### config.mk
export PLATFORM = sky130hd
export DESIGN_NAME = freq_ratio_meter
export DESIGN_NICKNAME = d
export VERILOG_FILES = /design/src/rtl/freq_meas_pkg.sv /design/src/rtl/freq_ratio_meter_rise_detect.sv /design/src/rtl/freq_ratio_meter.sv
export SDC_FILE = /design/constraint.sdc
export NUM_CORES = 1
export LEC_CHECK = 0
export ABC_AREA = 1
export ABC_CLOCK_PERIOD_IN_PS = 2140
export BUFFER_PORTS_ARGS = -buffer_cell sky130_fd_sc_hd__buf_2
export CORE_ASPECT_RATIO = 1.75
export CORE_MARGIN = 4
export CORE_UTILIZATION = 51
export CTS_CLUSTER_DIAMETER = 80
export DETAILED_ROUTE_END_ITERATION = 8
export GPL_ROUTABILITY_DRIVEN = 0
export PLACE_DENSITY = 0.83
export SLEW_MARGIN = 20
export SYNTH_ARGS = -nofsm -noshare
export SYNTH_HDL_FRONTEND = slang
export SYNTH_SLANG_ARGS = --single-unit
export TNS_END_PERCENT = 20
### constraint.sdc
create_clock -name clk -period 2.14 [get_ports clk]
set_input_delay 0 -clock clk [delete_from_list [all_inputs] [get_ports clk]]
set_output_delay 0 -clock clk [all_outputs]
set_load 0.02 [all_outputs]
### src/rtl/freq_meas_pkg.sv
// Shared types and helpers for the frequency/period measurement blocks.
package freq_meas_pkg;

  typedef enum logic {
    IDLE,
    MEASURE
  } state_t;

  // Result layout of f_log2_pow2: bit 6 is the power-of-two flag,
  // bits 5:0 are the index of the single set bit (0 when not a power of two).
  localparam int unsigned POW2_RES_W = 7;

  function automatic logic [POW2_RES_W-1:0] f_log2_pow2(input logic [31:0] value);
    logic       isPow2;
    logic [5:0] idx;
    isPow2 = (value != '0) && ((value & (value - 32'd1)) == '0);
    idx    = '0;
    if (isPow2) begin
      for (int unsigned i = 0; i < 32; i++) begin
        if (value[i]) idx = 6'(i);
      end
    end
    return {isPow2, idx};
  endfunction

endpackage

### src/rtl/freq_ratio_meter_rise_detect.sv
// Rising-edge detector for a signal already synchronous to clk.
module rise_detect (
  input  logic clk,
  input  logic rst,
  input  logic d,
  output logic rise
);

  logic dQ;

  // Previous-sample register; resets high so a level that is already high
  // at reset release is not mistaken for an edge.
  always_ff @(posedge clk) begin
    if (rst) dQ <= 1'b1;
    else     dQ <= d;
  end

  assign rise = d & ~dQ;

endmodule

### src/rtl/freq_ratio_meter.sv
// Measures period and high time of sig_in, classifies power-of-two ratios
// and reports lock once consecutive measurements agree.
module freq_ratio_meter
  import freq_meas_pkg::*;
#(
  parameter int unsigned CNT_W      = 16,
  parameter int unsigned LOCK_COUNT = 4
) (
  input  logic                    clk,
  input  logic                    rst,
  input  logic                    sig_in,
  output logic [CNT_W-1:0]        period,
  output logic [CNT_W-1:0]        high_time,
  output logic                    meas_valid,
  output logic                    is_pow2,
  output logic [$clog2(CNT_W):0]  log2_ratio,
  output logic                    locked,
  output logic                    overflow
);

  localparam int unsigned LOG_W = $clog2(CNT_W) + 1;
  localparam int unsigned LK_W  = $clog2(LOCK_COUNT + 1);
  localparam logic [LK_W-1:0] LK_MAX = LK_W'(LOCK_COUNT);

  state_t                  state, stateNext;
  logic                    rise;
  logic [CNT_W-1:0]        cnt, hcnt;
  logic [LK_W-1:0]         lk, lkNext;
  logic                    doLoad, doCapture, doOverflow;
  logic                    sameMeas;
  logic [POW2_RES_W-1:0]   pow2Res;

  rise_detect uRise (
    .clk  (clk),
    .rst  (rst),
    .d    (sig_in),
    .rise (rise)
  );

  // State register.
  always_ff @(posedge clk) begin
    if (rst) state <= IDLE;
    else     state <= stateNext;
  end

  // Next state and datapath controls; a rise at cnt=all-ones wins over overflow.
  always_comb begin
    stateNext  = state;
    doLoad     = 1'b0;
    doCapture  = 1'b0;
    doOverflow = 1'b0;
    case (state)
      IDLE: begin
        if (rise) begin
          doLoad    = 1'b1;
          stateNext = MEASURE;
        end
      end
      MEASURE: begin
        if (rise) begin
          doCapture = 1'b1;
        end else if (cnt == '1) begin
          doOverflow = 1'b1;
          stateNext  = IDLE;
        end
      end
      default: stateNext = IDLE;
    endcase
  end

  // Lock bookkeeping; lk==0 marks "no previous capture since reset/overflow".
  always_comb begin
    pow2Res  = f_log2_pow2(32'(cnt));
    sameMeas = (cnt == period) && (hcnt == high_time);
    lkNext   = LK_W'(1);
    if ((lk != '0) && sameMeas) begin
      lkNext = (lk == LK_MAX) ? lk : lk + LK_W'(1);
    end
  end

  // Counters, captured measurement, classification and status flags.
  always_ff @(posedge clk) begin
    if (rst) begin
      cnt        <= '0;
      hcnt       <= '0;
      lk         <= '0;
      period     <= '0;
      high_time  <= '0;
      meas_valid <= 1'b0;
      is_pow2    <= 1'b0;
      log2_ratio <= '0;
      locked     <= 1'b0;
      overflow   <= 1'b0;
    end else begin
      meas_valid <= doCapture;
      if (doLoad || doCapture) begin
        cnt  <= CNT_W'(1);
        hcnt <= CNT_W'(1);
      end else if ((state == MEASURE) && !doOverflow) begin
        cnt  <= cnt + CNT_W'(1);
        hcnt <= hcnt + CNT_W'(sig_in);
      end
      if (doCapture) begin
        period     <= cnt;
        high_time  <= hcnt;
        is_pow2    <= pow2Res[POW2_RES_W-1];
        log2_ratio <= LOG_W'(pow2Res[POW2_RES_W-2:0]);
        overflow   <= 1'b0;
        lk         <= lkNext;
        locked     <= (lkNext == LK_MAX);
      end
      if (doOverflow) begin
        overflow <= 1'b1;
        lk       <= '0;
        locked   <= 1'b0;
      end
    end
  end

endmodule

# == After elaboration in Yosys (flattened, before gate mapping) ==
# Index checks and enable logic that the tools add are counted.
# op_classes
n_addsub,4
n_eq_ne,5
muxes,33
n_bitwise,4
reduce_logical,13
# ops
op,n
2-to-1 mux 5 bit,14
AND 16 x 32 -> 32 bit,1
== test 16 bit,2
zero test 32 bit,1
subtractor 16 x 1 -> 17 bit (second input constant),1
adder 16 x 1 -> 16 bit,1
adder 16 x 1 -> 16 bit (second input constant),1
== test 16 bit (second input constant),1
nonzero test 16 bit,1
2-to-1 mux 1 bit,15
== test 3 bit (second input constant),2
2-to-1 mux 3 bit,2
logical AND 1 bit,4
nonzero test 2 bit,2
OR reduction 2 bit,2
adder 3 x 1 -> 3 bit (second input constant),1
nonzero test 3 bit,1
2-to-1 mux 2 bit,1
inverter 1 bit,2
one-hot mux 1 bit (2 select lines),1
AND 1 bit,1
zero test 1 bit,1
logical OR 1 bit,1
# word_totals
reg_bits,78
input_bits,3
elab_cells,73

# == Logic depth before layout (Yosys ltp) ==
# Gate-level depths: netlist of the first run.
# depth
depth_word,16
mapped_depth,18

# == Hierarchy ==
# From an unflattened synthesis of the first run, not the netlist that was laid out.
# unflattened
cells_unflattened,597
area_unflattened_um2,4098.9
# modules_own_cells
module,instances,cells_per_inst,area_each_um2
freq_ratio_meter,1,592,4061.4
rise_detect,1,5,37.5

# == Worst setup path before layout of the first run ==
# OpenSTA, ideal clock, no wires.
# synth_timing
kind,reg2reg
start,reg cnt[1]
end,reg cnt[14]
t_arrival_ps,1568
t_required_ps,2024
slack_ps,456
path_stages_with_launch,11
synth_period_minus_slack_ps,1684
path_cell_list,dfxtp_1 ha_1 nand3_1 nor3_1 nand4_1 nand2_1 buf_2 nor2_2 nand3_1 o21ai_0 o211a_1
# synth_via
elab_chain_cells,6
elab_cells_between_ends,7
# synth_lines
element,line,text
start: declaration,freq_ratio_meter.sv:27,"logic [CNT_W-1:0] cnt, hcnt;"
start signal: assignment,freq_ratio_meter.sv:100,cnt <= cnt + CNT_W'(1);
== test 16 bit,freq_ratio_meter.sv:62,end else if (cnt == '1) begin
2-to-1 mux 1 bit,freq_ratio_meter.sv:62,
2-to-1 mux 1 bit,freq_ratio_meter.sv:60,if (rise) begin
2-to-1 mux 1 bit,freq_ratio_meter.sv:52,case (state)
zero test 1 bit,freq_ratio_meter.sv:99,end else if ((state == MEASURE) && !doOverflow) begin
logical AND 1 bit,freq_ratio_meter.sv:99,
# Parallel ways exist; a longest one is shown, timed or not.
# A chain may end at the register's enable or synchronous reset.

# == Worst setup path after layout of the first run ==
# Same ends and word-level chain as after synthesis.

==> results.md, run 1 <==
- DR DRC count: 0
- Total global-route track usage: 0.244
- CTS Buf Count: 9
- Worst Setup EP: cnt[14]
- Post-route ant nets: 0
- Number of synthesized flops with an enable pin: 0
- Vias in the first global route: 3,841
- Required time of the critical path: approximately 2.4 ns
- Number of library cell types mapped by synthesis: 42
- First-pass GRT wire length: about 17,000 um
- Place WS: between 0.05 and 0.06 ns
- Cell Area, Placed: around 4200 um2
- Core area: ~7300 um2
- Post-synthesis sequential element count: slightly below 80
- Nature of the critical path endpoint: flip-flop
- Iter 0 DRT Violations: about 280
- Synth Area in XOR/XNOR: 0.0541
- Largest family of logic cells by synthesized area: simple AND/OR/NAND/NOR gates
- Worst-Margin Slew: 0.515 ns
- Postcts setup bufs: 0
- Post-synthesis sequential area ratio: 0.396
- DIE HEIGHT: roughly 120 um
- Post-synthesis compound-gate area fraction: 0.182
- Ys async rst share: 0
- CTS tree: done
- Final slew viol count: 0
- Clk sinks: 77
- R2R depth: 10
- Skew final: roughly 0.0063 ns
- Final period util: 0.946
- Synth Net Count: around 550
- Syn avg cell area: about 7.2 um2
- Startpoint Class: flip-flop
- CP dominant cell by count: nand3_1
- Layout cell share with drive strength beyond 1: 0.173
- YS warnings: 0
- Commonest non-fill, non-tap cell in the layout: nand2_1
- Critical path class: reg -> reg
- Cells after DPL: 660
- Die Footprint: 9140 um2
- Max Cap Viol: 0
- Critical Path Source: cnt[1]
- Hold Crit Start: sig_in
- Final setup fails: 0
- Arrival @ worst endpoint: 2.26 ns
- Synth Area in Simple Gates: 0.260
- Final hold viol count: 0
- # IOs: 44
- Initial antenna violation count: 0
- Ant. Diodes: 0
- Most frequent cells in the layout: 104 x nand2_1, 75 x dfxtp_1, 70 x a21oi_1
- Min-Delay Path Class: in -> reg
- Largest net degree at the start of global routing: 48
- Worst r2r src: cnt[1]
- Total via count after detailed routing: roughly 3,900
- Main synth FF type: dfxtp_1
- Setup ws final: roughly 0.12 ns
- Cells along the critical path: ha_2, nand3_1, nor3_2, nand4_1, nand2_1, buf_4, nor2_2, nand3_1, o21ai_0, o211a_1
- Synthesized area: 3890 um2
- Leak pwr: roughly 0.0019 uW
- Longest Clk Path Bufs: 2
- Clock latency on the worst-skew pair: between 0.3 and 0.4 ns
- VDD IR max: between 0.3 and 0.4 mV
- Minimum clock period: 2.02 ns
- Initial core utilization: 0.530
- Final nets: 597
- Final Non-Filler Cells: 674
- Unrepaired setup endpoints after global routing: yes
- Detailed placement HPWL: about 7800 um
- Slew headroom: 0.656
- Synth Area in Adders: 0.0225
- WL/cell: about 16 um
- Port buffer count: 42
- Final wirelength: roughly 11,000 um
- Fmax: 494 MHz
- Design Area, Final: about 4500 um2
- Reg2Reg Capture Point: cnt[14]
- PwrDens: 660 nW/um2
- Mapped Cells: between 500 and 600
- Clock root buffer: clkbuf_16
- Clk slew on worst S/H paths: 0.06 ns
- Via-to-Cell Ratio: 5.75
- FF-to-FF setup slack: approximately 0.12 ns
- Htree depth: 3
- Critical path's slowest cell: dfxtp_1
- Status: completed
- Die width: around 74 um
- Grt ovf: 0
- Row Count: 41
- Crit-path max FO: 10
- Post-layout total power: just under 3000 uW
- Detailed Routing Iterations Pass 1: 5
- Post-synthesis mux area share: 0
- Crit-path max cell delay: 0.44 ns
- Synth-to-layout area growth: 15.3%
[flip-flops by register name, summed over array words and instances, names as in the netlist]
register	cells
uRise.dQ	1
log2_ratio	4
state	1
locked	1
overflow	1
cnt	16
is_pow2	1
meas_valid	1
hcnt	16
period	16
lk	3
high_time	16
[cells in the mapped netlist (2+ instances only)]
library cell	instances	area, um2
a21oi_1	70	350
nand2_2	3	18.8
nand2_1	104	390
nand4_1	17	106
nand3b_1	2	15.0
nor3_2	2	20.0
nor2_1	43	161
inv_1	49	184
o21ai_0	53	265
buf_6	2	22.5
dfxtp_1	77	1540
nor2_2	4	25.0
xor2_1	9	78.8
or2_2	2	12.5
buf_2	3	15.0
o31ai_1	2	15.0
nand3_2	4	40.0
clkbuf_1	11	41.3
nor4_1	3	18.8
nor3_1	9	45.0
buf_1	2	7.51
ha_1	7	87.6
inv_2	10	37.5
nand3_1	17	85.1
xnor2_1	15	131
a211oi_1	2	15.0
o21ai_1	4	20.0
[stage by stage]
step | TNS, ns | hold WS, ns | util
2_1_floorplan | 0 | 0.0870 | -
3_3_place_gp | 0 | 0.223 | 0.572
4_1_cts | 0 | 0.423 | 0.607
5_1_grt | -0.0820 | 0.454 | 0.611
6_report | 0 | 0.439 | 0.611
3_5_place_dp | 0 | 0.231 | 0.572
[metal layers]
layer | GRT usage | routed length (um) | share of wire
met1 | 0.237 | 3830 | 0.36
met2 | 0.432 | 5590 | 0.53
met3 | 0.0480 | 455 | 0.043
met4 | 0.196 | 669 | 0.063
met5 | 0 | 0 | 0
[worst min-delay path by stage]
stage	end	slack, ns	cells past startpoint
3_5_place_dp	uRise.dQ	0.23	3
2_1_floorplan	uRise.dQ	0.09	2
3_3_place_gp	uRise.dQ	0.22	3
6_report	uRise.dQ	0.44	4
4_1_cts	uRise.dQ	0.42	4
5_1_grt	uRise.dQ	0.45	4
[power by group]
part           leakage, uW  switching, uW  internal (uW)  total, uW
registers         0.000623           16.2           1450       1470
clock network     0.000114            536            759       1300
logic              0.00116            133           64.1        197
[worst max-delay path: cells and delay by family (launching register included)]
family	cells	cell delay [ns]
AOI/OAI and AO/OA	2	0.22
adders and majority gates	1	0.27
buffers and inverters	1	0.21
DFF	1	0.44
and+or+nand+nor	6	0.78
[kinds of logic after synthesis]
kind of cell               after synthesis
other                                    1
and+or+nand+nor                        216
adders and majority gates                7
AOI/OAI and AO/OA                      136
buffers and inverters                   80
xor gates and xnor gates                24
DFF                                     77
[layout make-up]
type,instances,area [um2]
repair buffers,54,305
fillers,641,2850
flip-flops and latches,77,1540
well taps,86,108
inverters,61,233
multi-input cells,384,2060
clock buffers,12,236
[timing repair]
action                                  in CTS  in global routing
endpoints found under the hold margin        3                  0
hold buffers                                 2                  0
gates resized for setup                      0                 11
endpoints found under the setup margin       0                 14
(Power assumes the default switching activity.)
==> run 2: changes to the inputs <==
--- a/config.mk
+++ b/config.mk
@@ -5,7 +5,6 @@
 export SDC_FILE = /design/constraint.sdc
 export NUM_CORES = 1
 export LEC_CHECK = 0
-export ABC_AREA = 1
 export ABC_CLOCK_PERIOD_IN_PS = 2140
 export BUFFER_PORTS_ARGS = -buffer_cell sky130_fd_sc_hd__buf_2
 export CORE_ASPECT_RATIO = 1.75
@@ -15,7 +14,6 @@
 export DETAILED_ROUTE_END_ITERATION = 8
 export GPL_ROUTABILITY_DRIVEN = 0
 export PLACE_DENSITY = 0.83
-export SLEW_MARGIN = 20
 export SYNTH_ARGS = -nofsm -noshare
 export SYNTH_HDL_FRONTEND = slang
 export SYNTH_SLANG_ARGS = --single-unit
==> results.md, run 2 <==
- Status: completed (unchanged)
- Post-synthesis sequential element count: 77 (unchanged)
- Total global-route track usage: 0.265 (was 0.244)
- Fillers: 651 (was 641)
- Final slew viol count: 0 (unchanged)
- Htree depth: 3 (unchanged)
- Via-to-Cell Ratio: 5.90 (was 5.75)
- Ranking of synthesized cells by area: dfxtp_1 39%, nand2_1 8.4%, xor2_1 8.2% (was dfxtp_1 40%, nand2_1 10%, a21oi_1 9.0%)
- WL/cell: 18.1 um (was 15.6 um)
- CTS Buf Count: 9 (unchanged)
- Metal3 WL: 479 um (was 455 um)
- Detailed placement HPWL: 8310 um (was 7770 um)
- Crit-path max cell delay: 0.49 ns (was 0.44 ns)
- Synthesized area: 3930 um2 (was 3890 um2)
- Port buffer count: 42 (unchanged)
- Fin Setup TNS: 0 ns (unchanged)
- # IOs: 44 (unchanged)
- YS warnings: 0 (unchanged)
- Top Metal Used: met4 (unchanged)
- Nature of the critical path endpoint: flip-flop (unchanged)
- Critical path's slowest cell: or3_1 (was dfxtp_1)
- Number of library cell types mapped by synthesis: 57 (was 42)
- Worst r2r src: cnt[3] (was cnt[1])
- Iter 0 DRT Violations: 304 (was 281)
- FF-to-FF setup slack: 0.11 ns (was 0.12 ns)
- Initial antenna violation count: 0 (unchanged)
- Final period util: 0.949 (was 0.946)
- Multi-input gate area: 2190 um2 (was 2060 um2)
- CTS tree: done (unchanged)
- Layout cell share with drive strength beyond 1: 0.229 (was 0.173)
- Min-Delay Path Class: in -> reg (unchanged)
- Longest Clk Path Bufs: 2 (unchanged)
- Final hold slack: 0.0709 ns (was 0.439 ns)
- Startpoint Class: flip-flop (unchanged)
- Total via count after detailed routing: 3,849 (was 3,877)
- Commonest non-fill, non-tap cell in the layout: nand2_1 (unchanged)
- Clock root buffer: clkbuf_16 (unchanged)
- Die Footprint: 9240 um2 (was 9140 um2)
- Post-synthesis sequential area ratio: 0.392 (was 0.396)
- Clk slew on worst S/H paths: 0.06 ns (about the same)
- Most frequent cells after synthesis: 88 x nand2_1, 77 x dfxtp_1, 55 x a21oi_1, 44 x nor2_1, 37 x xor2_1 (was 104 x nand2_1, 77 x dfxtp_1, 70 x a21oi_1, 53 x o21ai_0, 49 x inv_1)
- Synth-to-layout area growth: 21.5% (was 15.3%)
- PwrDens: 624 nW/um2 (was 660 nW/um2)
- Fin util: 0.632 (was 0.611)
- Minimum clock period: 2.03 ns (was 2.02 ns)
- Post-layout total power: 2980 uW (was 2960 uW)
- Setup ws final: 0.110 ns (was 0.115 ns)
- Cells along the critical path: buf_4, nand4_2, or3_1, o2111a_2, nor3b_1, xnor2_1, nor2_1 (was ha_2, nand3_1, nor3_2, nand4_1, nand2_1, buf_4, nor2_2, nand3_1, o21ai_0, o211a_1)
- R2R depth: 7 (was 10)
- Mapped Cells: 495 (was 541)
- Most frequent cells in the layout: 87 x nand2_1, 73 x dfxtp_1, 55 x a21oi_1 (was 104 x nand2_1, 75 x dfxtp_1, 70 x a21oi_1)
- Max Cap Viol: 0 (unchanged)
- Skew final: 0.00615 ns (was 0.00627 ns)
- Ant. Diodes: 0 (unchanged)
- DIE HEIGHT: 124 um (about the same)
- Place WS: 0.0818 ns (was 0.0584 ns)
- Crit-path max FO: 6 (was 10)
- Initial core utilization: 0.520 (was 0.530)
- DR DRC count: 0 (unchanged)
- Row Count: 42 (was 41)
- Vias in the first global route: 3,730 (was 3,841)
- Post-route ant nets: 0 (unchanged)
- Number of synthesized flops with an enable pin: 0 (unchanged)
- Synth Net Count: 505 (was 551)
- Ys async rst share: 0 (unchanged)
- Met2 wire length: 6290 um (was 5590 um)
- Final nets: 570 (was 597)
- Hold Crit Start: rst (was sig_in)
- Final setup fails: 0 (unchanged)
- Clk sinks: 77 (unchanged)
- Hold endpoint: high_time[6] (was uRise.dQ)
- Final hold viol count: 0 (unchanged)
- Reg2Reg Capture Point: cnt[10] (was cnt[14])
- First-pass GRT wire length: 18,300 um (was 17,100 um)
- Area share of the largest cell type after synthesis: 0.392 (was 0.396)
- VDD IR max: 0.523 mV (was 0.389 mV)
- Core area: 7570 um2 (was 7340 um2)
- Post-synth top area cell: dfxtp_1 (unchanged)
- Die width: 74.4 um (was 74.0 um)
- Required time of the critical path: 2.36 ns (was 2.37 ns)
- Leak pwr: 0.00207 uW (was 0.00190 uW)
- Final wirelength: 11,800 um (was 10,500 um)
- Grt ovf: 0 (unchanged)
- Syn avg cell area: 7.94 um2 (was 7.19 um2)
- Hold Path Cell Cnt: 2 (was 4)
- Arrival @ worst endpoint: 2.25 ns (was 2.26 ns)
- Critical path class: reg -> reg (unchanged)
- Wl on met1: 4180 um (was 3830 um)
- Largest net degree at the start of global routing: 39 (was 48)
- Clock latency on the worst-skew pair: 0.34 ns (about the same)
- Most common cell in the netlist: nand2_1 (unchanged)
- Fmax: 493 MHz (was 494 MHz)
- Storage cell area: 1550 um2 (was 1540 um2)
- Unrepaired setup endpoints after global routing: yes (unchanged)
- Main synth FF type: dfxtp_1 (unchanged)
- Detailed Routing Iterations Pass 1: 5 (unchanged)
-- run 2: changes by cell type after synthesis, sizes merged, moves of 7 or more --
cell,change
nand3,-9
or3,+9
clkbuf,+9
a21oi,-15
inv,-49
o21ai,-40
xor2,+28
nand2,-20
buf,+10
nor4,+7
-- run 2: area by class of cell --
type | instances | area share
multi-input combinational | 369 | 0.459
clock buffer | 12 | 0.0537
clock inverter | 3 | 0.00445
timing repair buffer | 92 | 0.126
sequential | 77 | 0.325
inverter | 11 | 0.00864
tap | 88 | 0.0230
-- run 2: what timing repair did --
item	4_1_cts	5_1_grt
resized for setup	0	22
setup buffers	0	7
hold endpoints to repair	1	0
hold buffers	1	0
endpoints found under the setup margin	0	22
-- run 2: power by group --
part | switching, uW | leakage (uW) | internal, uW
clock | 575 | 0.000135 | 841
combinational | 81.2 | 0.00131 | 38.4
sequential | 9.87 | 0.000624 | 1440
total | 666 | 0.00207 | 2320
-- run 2: worst max path at each step --
stage | from | slack (ns) | end
3_5_place_dp | cnt[0] | 0.08 | hcnt[9]
3_3_place_gp | cnt[3] | 0.15 | hcnt[3]
2_1_floorplan | cnt[0] | 0.23 | log2_ratio[0]
5_1_grt | cnt[3] | -0.03 | log2_ratio[1]
4_1_cts | cnt[0] | 0.06 | hcnt[9]
6_report | cnt[3] | 0.11 | cnt[10]
-- run 2: worst max-delay path, delay by kind of cell, from the launching register on --
kind / cells / cell delay [ns]
xor+xnor: 1 / 0.20
flops: 1 / 0.36
buf+inv: 1 / 0.15
simple gates: 4 / 0.84
compound gates: 1 / 0.36
-- run 2: metal layers --
| layer | up-vias | track usage |
|---|---|---|
| met1 | 1805 | 0.270 |
| met2 | 162 | 0.468 |
| li1 | 1819 | - |
| met4 | 0 | 0.184 |
| met3 | 63 | 0.0549 |
| met5 | - | 0 |
-- run 2: kinds of logic (layout without fill, tap and decap cells) --
group	Yosys count	after routing	synth area share
AO/OA/AOI/OAI	95	95	0.143
AND/OR/NAND/NOR	213	213	0.261
buffers and inverters	49	118	0.0614
multiplexers	1	1	0.00286
other	1	1	0.000954
XOR/XNOR	52	52	0.116
adder cells (fa/ha/maj)	7	7	0.0223
flip-flops	77	77	0.392
-- run 2: metrics by stage --
step | instance area [um2] | std cells
global route | 4780 | 652
detailed placement | 4370 | 629
CTS | 4660 | 645
finish | 4780 | 652
global placement | 4370 | 629
floorplan | 3930 | 495
